[src/rtl/ref_lock_pkg.sv]
// ref_lock_pkg: state encoding and default parameters shared by the reference lock monitor.
package ref_lock_pkg;
  typedef enum logic [1:0] {
    NO_REF   = 2'd0,
    ACQUIRE  = 2'd1,
    LOCKED   = 2'd2,
    HOLDOVER = 2'd3
  } state_t;
  localparam int DEF_CNT_W        = 16;
  localparam int DEF_REF_GATE     = 8;
  localparam int DEF_EXPECT       = 12288;
  localparam int DEF_TOL          = 4;
  localparam int DEF_LOCK_WINDOWS = 4;
  localparam int DEF_MISS_TIMEOUT = 4096;
  localparam int DEF_HOLD_MAX     = 1000000;
endpackage

[src/rtl/ref_edge_sync.sv]
// ref_edge_sync: two-flop synchroniser plus registered rising-edge pulse for an asynchronous reference.
module ref_edge_sync (
  input  logic clk,
  input  logic rst,
  input  logic din,
  output logic pulse
);
  logic [2:0] sh;
  always_ff @(posedge clk) begin
    if (rst) begin
      sh <= '0;
      pulse <= 1'b0;
    end else begin
      sh <= {sh[1:0], din};
      pulse <= sh[1] & ~sh[2];
    end
  end
endmodule

[src/rtl/ref_lock_monitor.sv]
// ref_lock_monitor: reference presence and frequency-lock monitor selecting the XO tune source.
// Define HOLDOVER_EN to tri-state the tune pin (HOLDOVER) when the reference is lost while locked.
module ref_lock_monitor
  import ref_lock_pkg::*;
#(
  parameter int CNT_W        = DEF_CNT_W,
  parameter int REF_GATE     = DEF_REF_GATE,
  parameter int EXPECT       = DEF_EXPECT,
  parameter int TOL          = DEF_TOL,
  parameter int LOCK_WINDOWS = DEF_LOCK_WINDOWS,
  parameter int MISS_TIMEOUT = DEF_MISS_TIMEOUT,
  parameter int HOLD_MAX     = DEF_HOLD_MAX
) (
  input  logic                Clk,
  input  logic                Reset,
  input  logic                Ref_In,
  input  logic                Pfd_In,
  input  logic                Center_In,
  output logic                XO_Tune,
  output logic                XO_Tune_OE,
  output logic                Ref_OK,
  output logic                Lock_OK,
  output logic signed [CNT_W:0] Freq_Err,
  output logic                Err_Valid,
  output logic [1:0]          State
);
  localparam int EW = $clog2(REF_GATE + 1);
  localparam int GW = $clog2(LOCK_WINDOWS + 1);
  localparam int MW = $clog2(MISS_TIMEOUT + 1);
  localparam int HW = $clog2(HOLD_MAX + 1);
  localparam logic [CNT_W-1:0] CNT_MAX = '1;
  localparam logic signed [CNT_W:0] EXP_V = (CNT_W+1)'(EXPECT);
  localparam logic signed [CNT_W:0] TOL_V = (CNT_W+1)'(TOL);
`ifdef HOLDOVER_EN
  localparam state_t LOST = HOLDOVER;
`else
  localparam state_t LOST = NO_REF;
`endif
  state_t state, state_nx;
  logic edge_p, miss, win_end, good;
  logic [CNT_W-1:0] cnt, cnt_nx;
  logic [EW-1:0] ecnt, ecnt_nx;
  logic [GW-1:0] gcnt, gcnt_nx;
  logic [MW-1:0] mcnt;
  logic [HW-1:0] hcnt;
  logic signed [CNT_W:0] err;

  ref_edge_sync u_sync (.clk(Clk), .rst(Reset), .din(Ref_In), .pulse(edge_p));

  assign miss = mcnt == MW'(MISS_TIMEOUT - 1);
  assign err  = $signed({1'b0, cnt}) - EXP_V;
  assign good = cnt != CNT_MAX && err <= TOL_V && err >= -TOL_V;
  assign State = state;

  // cnt == 0 means no window is open: the next edge only starts one
  always_comb begin
    cnt_nx = cnt;
    ecnt_nx = ecnt;
    win_end = 1'b0;
    if (miss) begin
      cnt_nx = '0;
      ecnt_nx = '0;
    end else if (edge_p && cnt == '0) begin
      cnt_nx = CNT_W'(1);
    end else if (edge_p && ecnt == EW'(REF_GATE - 1)) begin
      win_end = 1'b1;
      cnt_nx = CNT_W'(1);
      ecnt_nx = '0;
    end else if (cnt != '0) begin
      cnt_nx = cnt == CNT_MAX ? cnt : cnt + 1'b1;
      ecnt_nx = ecnt + EW'(edge_p);
    end
  end

  always_comb begin
    state_nx = state;
    gcnt_nx = miss ? '0 : gcnt;
    case (state)
      NO_REF: begin
        if (!miss && edge_p && cnt != '0) state_nx = ACQUIRE;
      end
      ACQUIRE: begin
        if (miss) state_nx = NO_REF;
        else if (win_end) begin
          gcnt_nx = good ? gcnt + 1'b1 : '0;
          if (good && gcnt == GW'(LOCK_WINDOWS - 1)) state_nx = LOCKED;
        end
      end
      LOCKED: begin
        if (miss) state_nx = LOST;
        else if (win_end && !good) begin
          state_nx = ACQUIRE;
          gcnt_nx = '0;
        end
      end
      default: begin
        if (edge_p) state_nx = ACQUIRE;
        else if (hcnt == HW'(HOLD_MAX - 1)) state_nx = NO_REF;
      end
    endcase
  end

  always_ff @(posedge Clk) begin
    if (Reset) begin
      state <= NO_REF;
      cnt <= '0;
      ecnt <= '0;
      gcnt <= '0;
      mcnt <= '0;
      hcnt <= '0;
      XO_Tune <= 1'b0;
      XO_Tune_OE <= 1'b1;
      Ref_OK <= 1'b0;
      Lock_OK <= 1'b0;
      Freq_Err <= '0;
      Err_Valid <= 1'b0;
    end else begin
      state <= state_nx;
      cnt <= cnt_nx;
      ecnt <= ecnt_nx;
      gcnt <= gcnt_nx;
      mcnt <= edge_p ? '0 : mcnt == MW'(MISS_TIMEOUT) ? mcnt : mcnt + 1'b1;
      hcnt <= state == HOLDOVER ? hcnt + 1'b1 : '0;
      XO_Tune <= state_nx == NO_REF ? Center_In : Pfd_In;
      XO_Tune_OE <= state_nx != HOLDOVER;
      Ref_OK <= state_nx == ACQUIRE || state_nx == LOCKED;
      Lock_OK <= state_nx == LOCKED;
      Err_Valid <= win_end;
      if (win_end) Freq_Err <= err;
    end
  end
endmodule
[config.mk]
export PLATFORM = sky130hd
export DESIGN_NAME = ref_lock_monitor
export DESIGN_NICKNAME = d
export VERILOG_FILES = /design/src/rtl/ref_lock_pkg.sv /design/src/rtl/ref_edge_sync.sv /design/src/rtl/ref_lock_monitor.sv
export SDC_FILE = /design/constraint.sdc
export NUM_CORES = 1
export LEC_CHECK = 0
export BUFFER_PORTS_ARGS = -buffer_cell sky130_fd_sc_hd__buf_2
export CAP_MARGIN = 20
export CORE_UTILIZATION = 45
export DETAILED_ROUTE_END_ITERATION = 7
export GPL_TIMING_DRIVEN = 0
export HOLD_SLACK_MARGIN = 0.1
export SLEW_MARGIN = 40
export SYNTH_ARGS = -nofsm -noshare
export SYNTH_HDL_FRONTEND = slang
export SYNTH_SLANG_ARGS = --single-unit
[constraint.sdc]
create_clock -name Clk -period 2.35 [get_ports Clk]
set_clock_uncertainty 0.15 [all_clocks]
set_input_delay 0.705 -clock Clk [delete_from_list [all_inputs] [get_ports Clk]]
set_output_delay 0.705 -clock Clk [all_outputs]
set_load 0.01 [all_outputs]
======== After elaboration in Yosys (flattened, before gate mapping) ========
Index checks and enable logic that the tools add are counted.
word-level totals
  bits in latches ......................... 0
  output and inout port bits .............. 24
  logic and storage cells ................. 92
  bits in writable memories ............... 0
  input port bits ......................... 5
  bits in registers ....................... 84
  memories ................................ 0
  bits in read-only memories .............. 0
cells by class
  divide/modulo/power cells ............... 0
  multipliers ............................. 0
  reductions and logical operators ........ 24
  muxes and demuxes ....................... 26
  equal/unequal tests ..................... 14
  bitwise operators ....................... 5
  add/sub/neg operators ................... 6
  shift-type cells ........................ 0
  order comparisons ....................... 2
operators with widths
  kind                                                                                   number
  20-bit by 1-bit adder with 20-bit output (second input constant)                       1
  20-bit == test (second input constant)                                                 1
  3-bit 2-to-1 mux                                                                       6
  17-bit by 3-bit greater-or-equal comparator with 1-bit output (second input constant)  1
  17-bit by 4-bit less-or-equal comparator with 1-bit output (second input constant)     1
  16-bit by 14-bit subtractor with 17-bit output (second input constant)                 1
  16-bit by 1-bit adder with 16-bit output (second input constant)                       1
  16-bit == test (second input constant)                                                 1
  16-bit zero test                                                                       1
  2-bit 2-to-1 mux                                                                       8
  16-bit != test (second input constant)                                                 1
  16-bit nonzero test                                                                    1
  13-bit by 1-bit adder with 13-bit output (second input constant)                       1
  13-bit by 12-bit == test with 1-bit output (second input constant)                     1
  13-bit == test (second input constant)                                                 1
  1-bit logical AND                                                                      8
  1-bit 2-to-1 mux                                                                       8
  4-bit 2-to-1 mux                                                                       2
  2-bit == test (second input constant)                                                  3
  2-bit one-hot mux with 3 select lines                                                  1
  3-bit one-hot mux with 2 select lines                                                  1
  2-bit AND reduction                                                                    3
  2-bit OR reduction                                                                     3
  4-bit by 1-bit adder with 4-bit output                                                 1
  14 further kinds                                                                       20

======== Longest topological paths before layout ========
Gate-level depths: netlist of run 1.
  depth in word-level cells ............... 11
  gate-level depth with buffers ........... 11
  depth with buffers taken out ............ 10

======== Hierarchy ========
From an unflattened synthesis of run 1, not the netlist that was laid out.
second synthesis, totals
  cells, all modules ...................... 473
  area total of the unflattened synthesis .. 4073.9 um2
modules (own cells, without submodules)
  module            times used  area each (um2)  seq. area each (um2)  cells each
  ref_lock_monitor  1           3962.6           1601.5                465
  ref_edge_sync     1           111.4            80.1                  8

======== Worst setup path before layout of run 1 ========
No wires, ideal clock.
  kind .................................... reg-to-reg
  from .................................... reg mcnt[0]
  to ...................................... reg XO_Tune
  data arrival time ....................... 2.285 ns
  cell stages (with the launch flop) ...... 11
  setup slack ............................. -0.212 ns
  path through ............................ dfxtp_1 > ha_1 > nand3_1 > or4_1 > buf_4 > a211oi_2 > a211oi_1 > a311oi_2 > ha_1 > mux2i_1 > nor2_1
on the way
  longest elaborated chain between the ends .. 8
ends and longest elaborated chain
  item                                                   line                                            text
  start, declared                                        ref_lock_monitor.sv:44                          logic [MW-1:0] mcnt;
  start signal, assigned                                 ref_lock_monitor.sv:122                         mcnt <= edge_p ? '0 : mcnt == MW'(MISS_TIMEOUT) ? mcnt : mcnt + 1'b1;
  13-bit by 12-bit == test with 1-bit output (*)         ref_lock_monitor.sv:50                          assign miss = mcnt == MW'(MISS_TIMEOUT - 1);
  1-bit 2-to-1 mux or 1-bit zero test (tied branches)    ref_lock_monitor.sv:60, ref_lock_monitor.sv:80
  1-bit logical AND (on tied branches)                   ref_lock_monitor.sv:91, ref_lock_monitor.sv:80
  2-bit 2-to-1 mux or 1-bit logical AND (tied branches)  ref_lock_monitor.sv:91, ref_lock_monitor.sv:80
  2-bit 2-to-1 mux (on tied branches)                    ref_lock_monitor.sv:90, ref_lock_monitor.sv:80
  2-bit one-hot mux with 3 select lines (*)              ref_lock_monitor.sv:78                          case (state)
  2-bit zero test (*)                                    ref_lock_monitor.sv:124                         XO_Tune <= state_nx == NO_REF ? Center_In : Pfd_In;
  1-bit 2-to-1 mux (*)                                   ref_lock_monitor.sv:124
  end signal, assigned                                   ref_lock_monitor.sv:124
  end, declared                                          ref_lock_monitor.sv:19                          output logic XO_Tune,
Mark *: on every way between the ends. The rest lies on a longest branch, timed or not.
A chain may end at the register's enable or synchronous reset.

======== Final worst setup path of run 1 ========
  from .................................... reg cnt[13]
  to ...................................... reg XO_Tune
on the way
  longest elaborated chain between the ends .. 11
ends and longest elaborated chain
  item                                                        line                                            text
  start, declared                                             ref_lock_monitor.sv:41                          logic [CNT_W-1:0] cnt, cnt_nx;
  start signal, assigned                                      ref_lock_monitor.sv:119                         cnt <= cnt_nx;
  16-bit by 14-bit subtractor with 17-bit output              ref_lock_monitor.sv:51                          assign err = $signed({1'b0, cnt}) - EXP_V;
  17-bit by 4-bit less-or-equal comparator with 1-bit output  ref_lock_monitor.sv:52                          assign good = cnt != CNT_MAX && err <= TOL_V && err >= -TOL_V;
  1-bit logical AND (2 in a row)                              ref_lock_monitor.sv:52
  1-bit logical AND or 1-bit zero test (tied branches)        ref_lock_monitor.sv:86, ref_lock_monitor.sv:91
  2-bit 2-to-1 mux or 1-bit logical AND (tied branches)       ref_lock_monitor.sv:86, ref_lock_monitor.sv:91
  2-bit 2-to-1 mux (on tied branches)                         ref_lock_monitor.sv:84, ref_lock_monitor.sv:91
  2-bit 2-to-1 mux (on tied branches)                         ref_lock_monitor.sv:83, ref_lock_monitor.sv:90
  2-bit one-hot mux with 3 select lines (*)                   ref_lock_monitor.sv:78
  2-bit zero test (*)                                         ref_lock_monitor.sv:124
  1-bit 2-to-1 mux (*)                                        ref_lock_monitor.sv:124
Marks and branches as above.

==> flow_metrics.py, run 1 <==
metrics = {
    "yosys": {
        "synth_top_cell_by_area": "dfxtp_1",
        "yosysWarnings": 0,
        "avgSynthCellArea_um2": 8.47,
        "async_reset_ff_share_pct": 0,
        "synth_cell_types": 53,
        "synthTopCellsByCount": "dfxtp_1 (84), nor2_1 (60), nand2_1 (58), a21oi_1 (33), nand3_1 (27)",
        "yosysSeqAreaShare_pct": 41.4,
        "yosysMostFrequentCell": "dfxtp_1",
        "synth_ff_type": "dfxtp_1",
        "netlist_area_um2": 4070,
        "synth_nets": 506,
        "syn_inst": 480,
        "synth_area_leaders": "dfxtp_1 (41%), ha_1 (6.5%), nor2_1 (5.5%)",
        "synth-edff-count": 0,
        "yosys_register_bits": 84,
        "synth_top_area_share_pct": 41.4,
    },
    "cts": {
        "clk_pin_slew_worst_paths_ns": 0.09,
        "cts_made_buffers": 9,
        "cts_tree": "done",
        "ctsHtreeMaxLevel": 3,
        "root_buffer": "clkbuf_8",
        "clock-sinks": 84,
        "clock_latency_ns": 0.35,
        "cts_hold_buf": 0,
        "cts_buffer_depth": 2,
    },
    "detailed_routing": {
        "drt_first_pass_iters": 4,
        "routed-via-count": 3541,
        "drc": 0,
        "drt_iter0_drc": 147,
        "viasPerCell": 5.37,
        "antenna_left": 0,
        "wl_per_cell_um": 14.4,
        "drt_wl_total_um": 9520,
    },
    "floorplan": {
        "core-area_um2": 8720,
        "io_pins": 29,
        "die_w_um": 97.1,
        "start_util_pct": 46.6,
        "design.die.area_um2": 9420,
        "core.rowCount": 34,
        "die_h_um": 97.1,
    },
    "min_path": {
        "hold_path.class": "reg -> reg",
    },
    "critical_path": {
        "critPathSlowestCell": "dfxtp_4",
        "critPathMaxStageDelay_ns": 0.37,
        "cp-end-kind": "register",
        "arrival_ns": 2.56,
        "worst_setup_path_start_kind": "register",
        "crit_buf_inv": 2,
        "path_cells": "buf_4, ha_2, xnor2_2, nor2_1, nor4b_4, buf_4, o211a_4, o211ai_4, ha_2, mux2i_1, nor2_1",
        "cp_max_fo": 6,
        "critPathKind": "reg -> reg",
        "crit_family": "compound AO/OA/AOI/OAI gates",
        "critPathRequiredTime_ns": 2.43,
    },
    "outcome": {
        "violations": "negative setup slack",
        "outcome": "complete, but fails checks",
    },
    "finish": {
        "antenna_cells": 0,
        "layout-drive-gt1-share_pct": 28.4,
        "final_util_pct": 58.4,
        "area_growth_pct": 25.3,
        "final_nets": 573,
        "stdcell_count": 660,
    },
    "sta": {
        "finalSetupViolCount": 4,
        "max_freq_ghz": 0.404,
        "max_slew.worst_pin.slew_ns": 0.738,
        "tns_ns": -0.283,
        "finalWorstSetupSlack_ns": -0.123,
        "layout_min_cycle_time_ns": 2.47,
        "finalMaxSlewViolations": 0,
        "period_share_pct": 105,
        "final_hold_viol_count": 0,
        "max_slew_margin_pct": 50.4,
        "rsz0062_at_grt": "true",
    },
    "global_routing": {
        "grt_pass1_wl_um": 16000,
        "track_usage_pct": 20.8,
        "gr-total-overflow": 0,
        "grt_max_degree": 15,
        "antenna_found_initial": 0,
        "grt_pass1_vias": 3296,
    },
    "power": {
        "sequentialPowerShare_pct": 50.4,
        "p_clk_share_pct": 32.6,
        "vdd_drop_max_mv": 0.356,
        "power_frac_comb_pct": 17.0,
        "p_int_w": 0.00211,
        "p_leak_nw": 1.90,
        "power.switching_w": 0.000812,
        "powerDensity_nw_per_um2": 573,
        "p_total_w": 0.00292,
        "switching_share_pct": 27.8,
    },
    "run": {
        "max_cap_viol_count": 0,
    },
    "place": {
        "gp_congestion": 0.885,
        "dp.cells": 616,
        "dp_slack_ns": -0.466,
        "dp_hpwl_um": 6240,
        "portBuffers": 28,
    },
}
-- per-stage QoR --
stage | instance area, µm² | hold WS [ns]
2_1_floorplan | 4090 | 0.217
3_3_place_gp | 4360 | 0.226
3_5_place_dp | 4360 | 0.227
4_1_cts | 4960 | 0.238
5_1_grt | 5100 | 0.245
6_report | 5100 | 0.236
-- registers in the layout, summed over array words and instances, names as in the netlist, 2 cells and up --
name and cells:
State 2, u_sync.sh 3, cnt 16, Freq_Err 17
hcnt 20, gcnt 3, mcnt 13, ecnt 4
-- placed cells by master, fill, tap and decap left out, types with 3 or more instances in the layout --
cell,instances
buf_2,34
nor4b_4,3
o21ai_1,3
nor4b_1,3
ha_2,4
clkbuf_8,10
nand4_1,17
and3_1,8
a21oi_1,33
nand2b_1,4
nor4_1,3
clkbuf_1,7
inv_2,4
nand3_2,3
buf_6,3
nor2b_1,6
xnor2_1,13
xor2_1,23
nand2_1,58
or3_1,9
nor4_2,3
a211oi_2,3
o21ai_0,9
or2_2,3
nor2_1,59
clkbuf_4,3
dfxtp_4,8
inv_1,13
ha_1,11
dfxtp_1,67
buf_4,28
nand3_1,23
ha_4,6
nor3_1,7
dfxtp_2,9
-- power by group through the flow --
stage	sequential, W	clock (W)	combinational (W)
after floorplan	0.00150	0	0.000205
after global placement	0.00151	0	0.000274
after detailed placement	0.00151	0	0.000275
after CTS	0.00147	0.000990	0.000446
after global routing	0.00148	0.00105	0.000531
final	0.00147	0.000951	0.000497
-- layout make-up --
type	instances	area, µm²
clock inverter	5	37.5
multi-input combinational	359	2520
clock buffer	11	141
buffer	18	109
timing repair buffer	56	350
tap	108	135
fill	806	3620
sequential	84	1720
inverter	19	76.3
-- final timing paths --
path                      from           end  slack [ns]  cells past startpoint
setup reg to reg       cnt[13]       XO_Tune       -0.12                     11
hold reg to reg   u_sync.sh[2]  u_sync.pulse        0.24                      1
setup / recovery       cnt[13]       XO_Tune       -0.12                     11
hold / removal    u_sync.sh[2]  u_sync.pulse        0.24                      1
-- kinds of logic after synthesis --
kind of cell / after synthesis / synth area share (%)
flip-flops: 84 / 41.4
XOR/XNOR: 37 / 7.97
AND/OR/NAND/NOR: 229 / 28.4
buffers and inverters: 38 / 4.18
adder cells (fa/ha/maj): 21 / 6.46
AO/OA/AOI/OAI: 68 / 10.8
multiplexers: 3 / 0.769
-- layer usage --
metal  up-vias  part of all wire [%]  GRT usage (%)
met1      1668                    51           30.1
met4         0                   1.1           6.20
met3        10                   3.9           3.96
li1       1799                     -              -
met5         -                     0              0
met2        64                    44           31.1
-- repair_timing --
item / CTS / global route
pin swaps: 16 / 11
buffers inserted: 23 / 5
gates resized for setup: 60 / 23
setup endpoints to repair: 21 / 31
cloned: 1 / 0
(Power assumes the default switching activity.)
==> run 2: changes to the inputs <==
--- a/config.mk
+++ b/config.mk
@@ -7,10 +7,13 @@
 export LEC_CHECK = 0
 export BUFFER_PORTS_ARGS = -buffer_cell sky130_fd_sc_hd__buf_2
 export CAP_MARGIN = 20
-export CORE_UTILIZATION = 45
+export CELL_PAD_IN_SITES_DETAIL_PLACEMENT = 1
+export CELL_PAD_IN_SITES_GLOBAL_PLACEMENT = 1
+export CORE_UTILIZATION = 41
 export DETAILED_ROUTE_END_ITERATION = 7
 export GPL_TIMING_DRIVEN = 0
 export HOLD_SLACK_MARGIN = 0.1
+export PLACE_DENSITY_LB_ADDON = 0.1
 export SLEW_MARGIN = 40
 export SYNTH_ARGS = -nofsm -noshare
 export SYNTH_HDL_FRONTEND = slang
==> run 2 against run 1 <==
Effect of this change: the flow still finishes with violations (negative setup slack); design area increased by 1.2%; sequential power about the same; worst hold slack improved by 0.013 ns; final cell count increased by 3.5%; sequential cell count unchanged; core utilization decreased by 3.7 points; critical path type unchanged; sequential share of layout area decreased by 0.39 points; setup slack got worse by 0.12 ns; highest routed layer unchanged; register-to-register slack got worse by 0.12 ns.
==> flow_metrics.py, run 2 (same netlist as run 1, synthesis figures left out) <==
metrics = {
    "outcome": {
        "outcome": "complete, but fails checks",
        "violations": "negative setup slack",
    },
    "floorplan": {
        "design.die.area_um2": 10300,
        "start_util_pct": 43.2,
        "io_pins": 29,
        "core.rowCount": 35,
        "die_w_um": 102,
        "core-area_um2": 9420,
        "die_h_um": 102,
    },
    "detailed_routing": {
        "routed-via-count": 3668,
        "drc": 0,
        "drt_wl_total_um": 11100,
        "wl_per_cell_um": 16.3,
        "drt_first_pass_iters": 4,
        "drt_iter0_drc": 130,
        "viasPerCell": 5.37,
        "antenna_left": 0,
    },
    "global_routing": {
        "grt_max_degree": 15,
        "grt_pass1_wl_um": 18800,
        "grt_pass1_vias": 3768,
        "gr-total-overflow": 0,
        "antenna_found_initial": 0,
        "track_usage_pct": 23.1,
    },
    "critical_path": {
        "reg2reg_from": "mcnt[0]",
        "cp_max_fo": 8,
        "timing.rr.end": "XO_Tune",
        "critPathRequiredTime_ns": 2.43,
        "r2r_cells": 9,
        "arrival_ns": 2.68,
        "worst_setup_path_start_kind": "register",
        "r2r_slack_ns": -0.25,
        "critPathKind": "reg -> reg",
        "cp-end-kind": "register",
    },
    "power": {
        "p_leak_nw": 1.95,
        "p_total_w": 0.00329,
        "powerDensity_nw_per_um2": 638,
        "vdd_drop_max_mv": 0.342,
    },
    "sta": {
        "finalMaxSlewViolations": 0,
        "max_slew_margin_pct": 47.0,
        "layout_min_cycle_time_ns": 2.60,
        "period_share_pct": 111,
        "tns_ns": -1.14,
        "rsz0062_at_grt": "true",
        "max_slew.worst_pin.slew_ns": 0.788,
        "final_hold_viol_count": 0,
        "max_freq_ghz": 0.385,
        "finalSetupViolCount": 12,
        "finalWorstSetupSlack_ns": -0.247,
    },
    "run": {
        "max_cap_viol_count": 0,
    },
    "cts": {
        "cts_buffer_depth": 2,
        "clock_latency_ns": 0.36,
        "clk_pin_slew_worst_paths_ns": 0.08,
        "cts_made_buffers": 9,
        "ctsHtreeMaxLevel": 3,
        "cts_tree": "done",
        "clock-sinks": 84,
        "cts_hold_buf": 0,
        "root_buffer": "clkbuf_8",
    },
    "finish": {
        "largest_reg_flops": 20,
        "multiInputGateArea_um2": 2460,
        "fillers": 1131,
        "layout-drive-gt1-share_pct": 27.8,
        "antenna_cells": 0,
        "reg_top3": "hcnt (20), Freq_Err (17), cnt (16)",
        "area_growth_pct": 26.8,
        "final_nets": 575,
        "regArea_um2": 1720,
        "final_common_cell": "dfxtp_1",
        "mostFrequentLayoutCells": "dfxtp_1 (67), nand2_1 (58), nor2_1 (58), buf_2 (34), a21oi_1 (33)",
        "largest_register": "hcnt",
    },
    "place": {
        "gp_congestion": 0.825,
        "dp_hpwl_um": 7450,
        "portBuffers": 28,
    },
    "min_path": {
        "hold_path_depth": 1,
        "hold_start": "u_sync.sh[2]",
        "hold_path.class": "reg -> reg",
        "holdPathEnd": "u_sync.pulse",
    },
}
==> run 2: how the worst max path moves through the flow <==
stage,startpoint,end,cells past startpoint
global placement,cnt[0],XO_Tune,11
floorplan,mcnt[1],XO_Tune,10
CTS,mcnt[1],XO_Tune,10
finish,mcnt[0],XO_Tune,9
global route,cnt[12],XO_Tune,9
detailed placement,hcnt[0],XO_Tune,8
==> run 2: where the power goes <==
| part | switching, W | internal [W] |
|---|---|---|
| registers | 0.0000379 | 0.00144 |
| clock network | 0.000551 | 0.000768 |
| logic | 0.000251 | 0.000239 |
==> run 2: metal layers <==
metal	routed length (µm)	vias to the layer above	track usage, %	part of all wire [%]
met3	322	13	3.52	2.9
li1	-	1795	-	-
met2	5160	58	37.5	46
met5	0	-	0	0
met1	5470	1802	31.9	49
met4	156	0	6.24	1.4
==> run 2: area by class of cell <==
class	count	share of cell area, %
plain buffers	17	1.89
clock buffers	11	2.94
clock inverters	5	2.06
inverters	19	1.48
multi-input cells	358	47.6
flip-flops and latches	84	33.4
well taps	129	3.13
repair buffers	60	7.45
==> run 2: timing repair <==
item                       CTS  global route
gates cloned                 0             0
pin swaps                    8            13
gates resized for setup     54            19
setup endpoints to repair   23            23
buffers inserted            25             7
==> run 2: critical path, cell delays in order (launching register included) <==
cell	delay [ns]
dfxtp_4	0.37
ha_4	0.14
nand3_2	0.08
or4_4	0.52
a211oi_4	0.29
a211oi_2	0.07
a311oi_2	0.36
ha_2	0.26
mux2i_1	0.18
nor2_1	0.06
==> run 2: through the flow <==
stage                     cells  area (µm²)  hold WS (ns)  util [%]  setup slack, ns
final                       683        5160         0.249      54.8           -0.247
after global routing        683        5160         0.263      54.8           -0.395
after detailed placement    637        4390         0.251      46.6           -0.593
after CTS                   678        5040         0.252      53.5           -0.233
after floorplan             480        4090         0.217         -           -0.134
after global placement      637        4390         0.225      46.6           -0.501
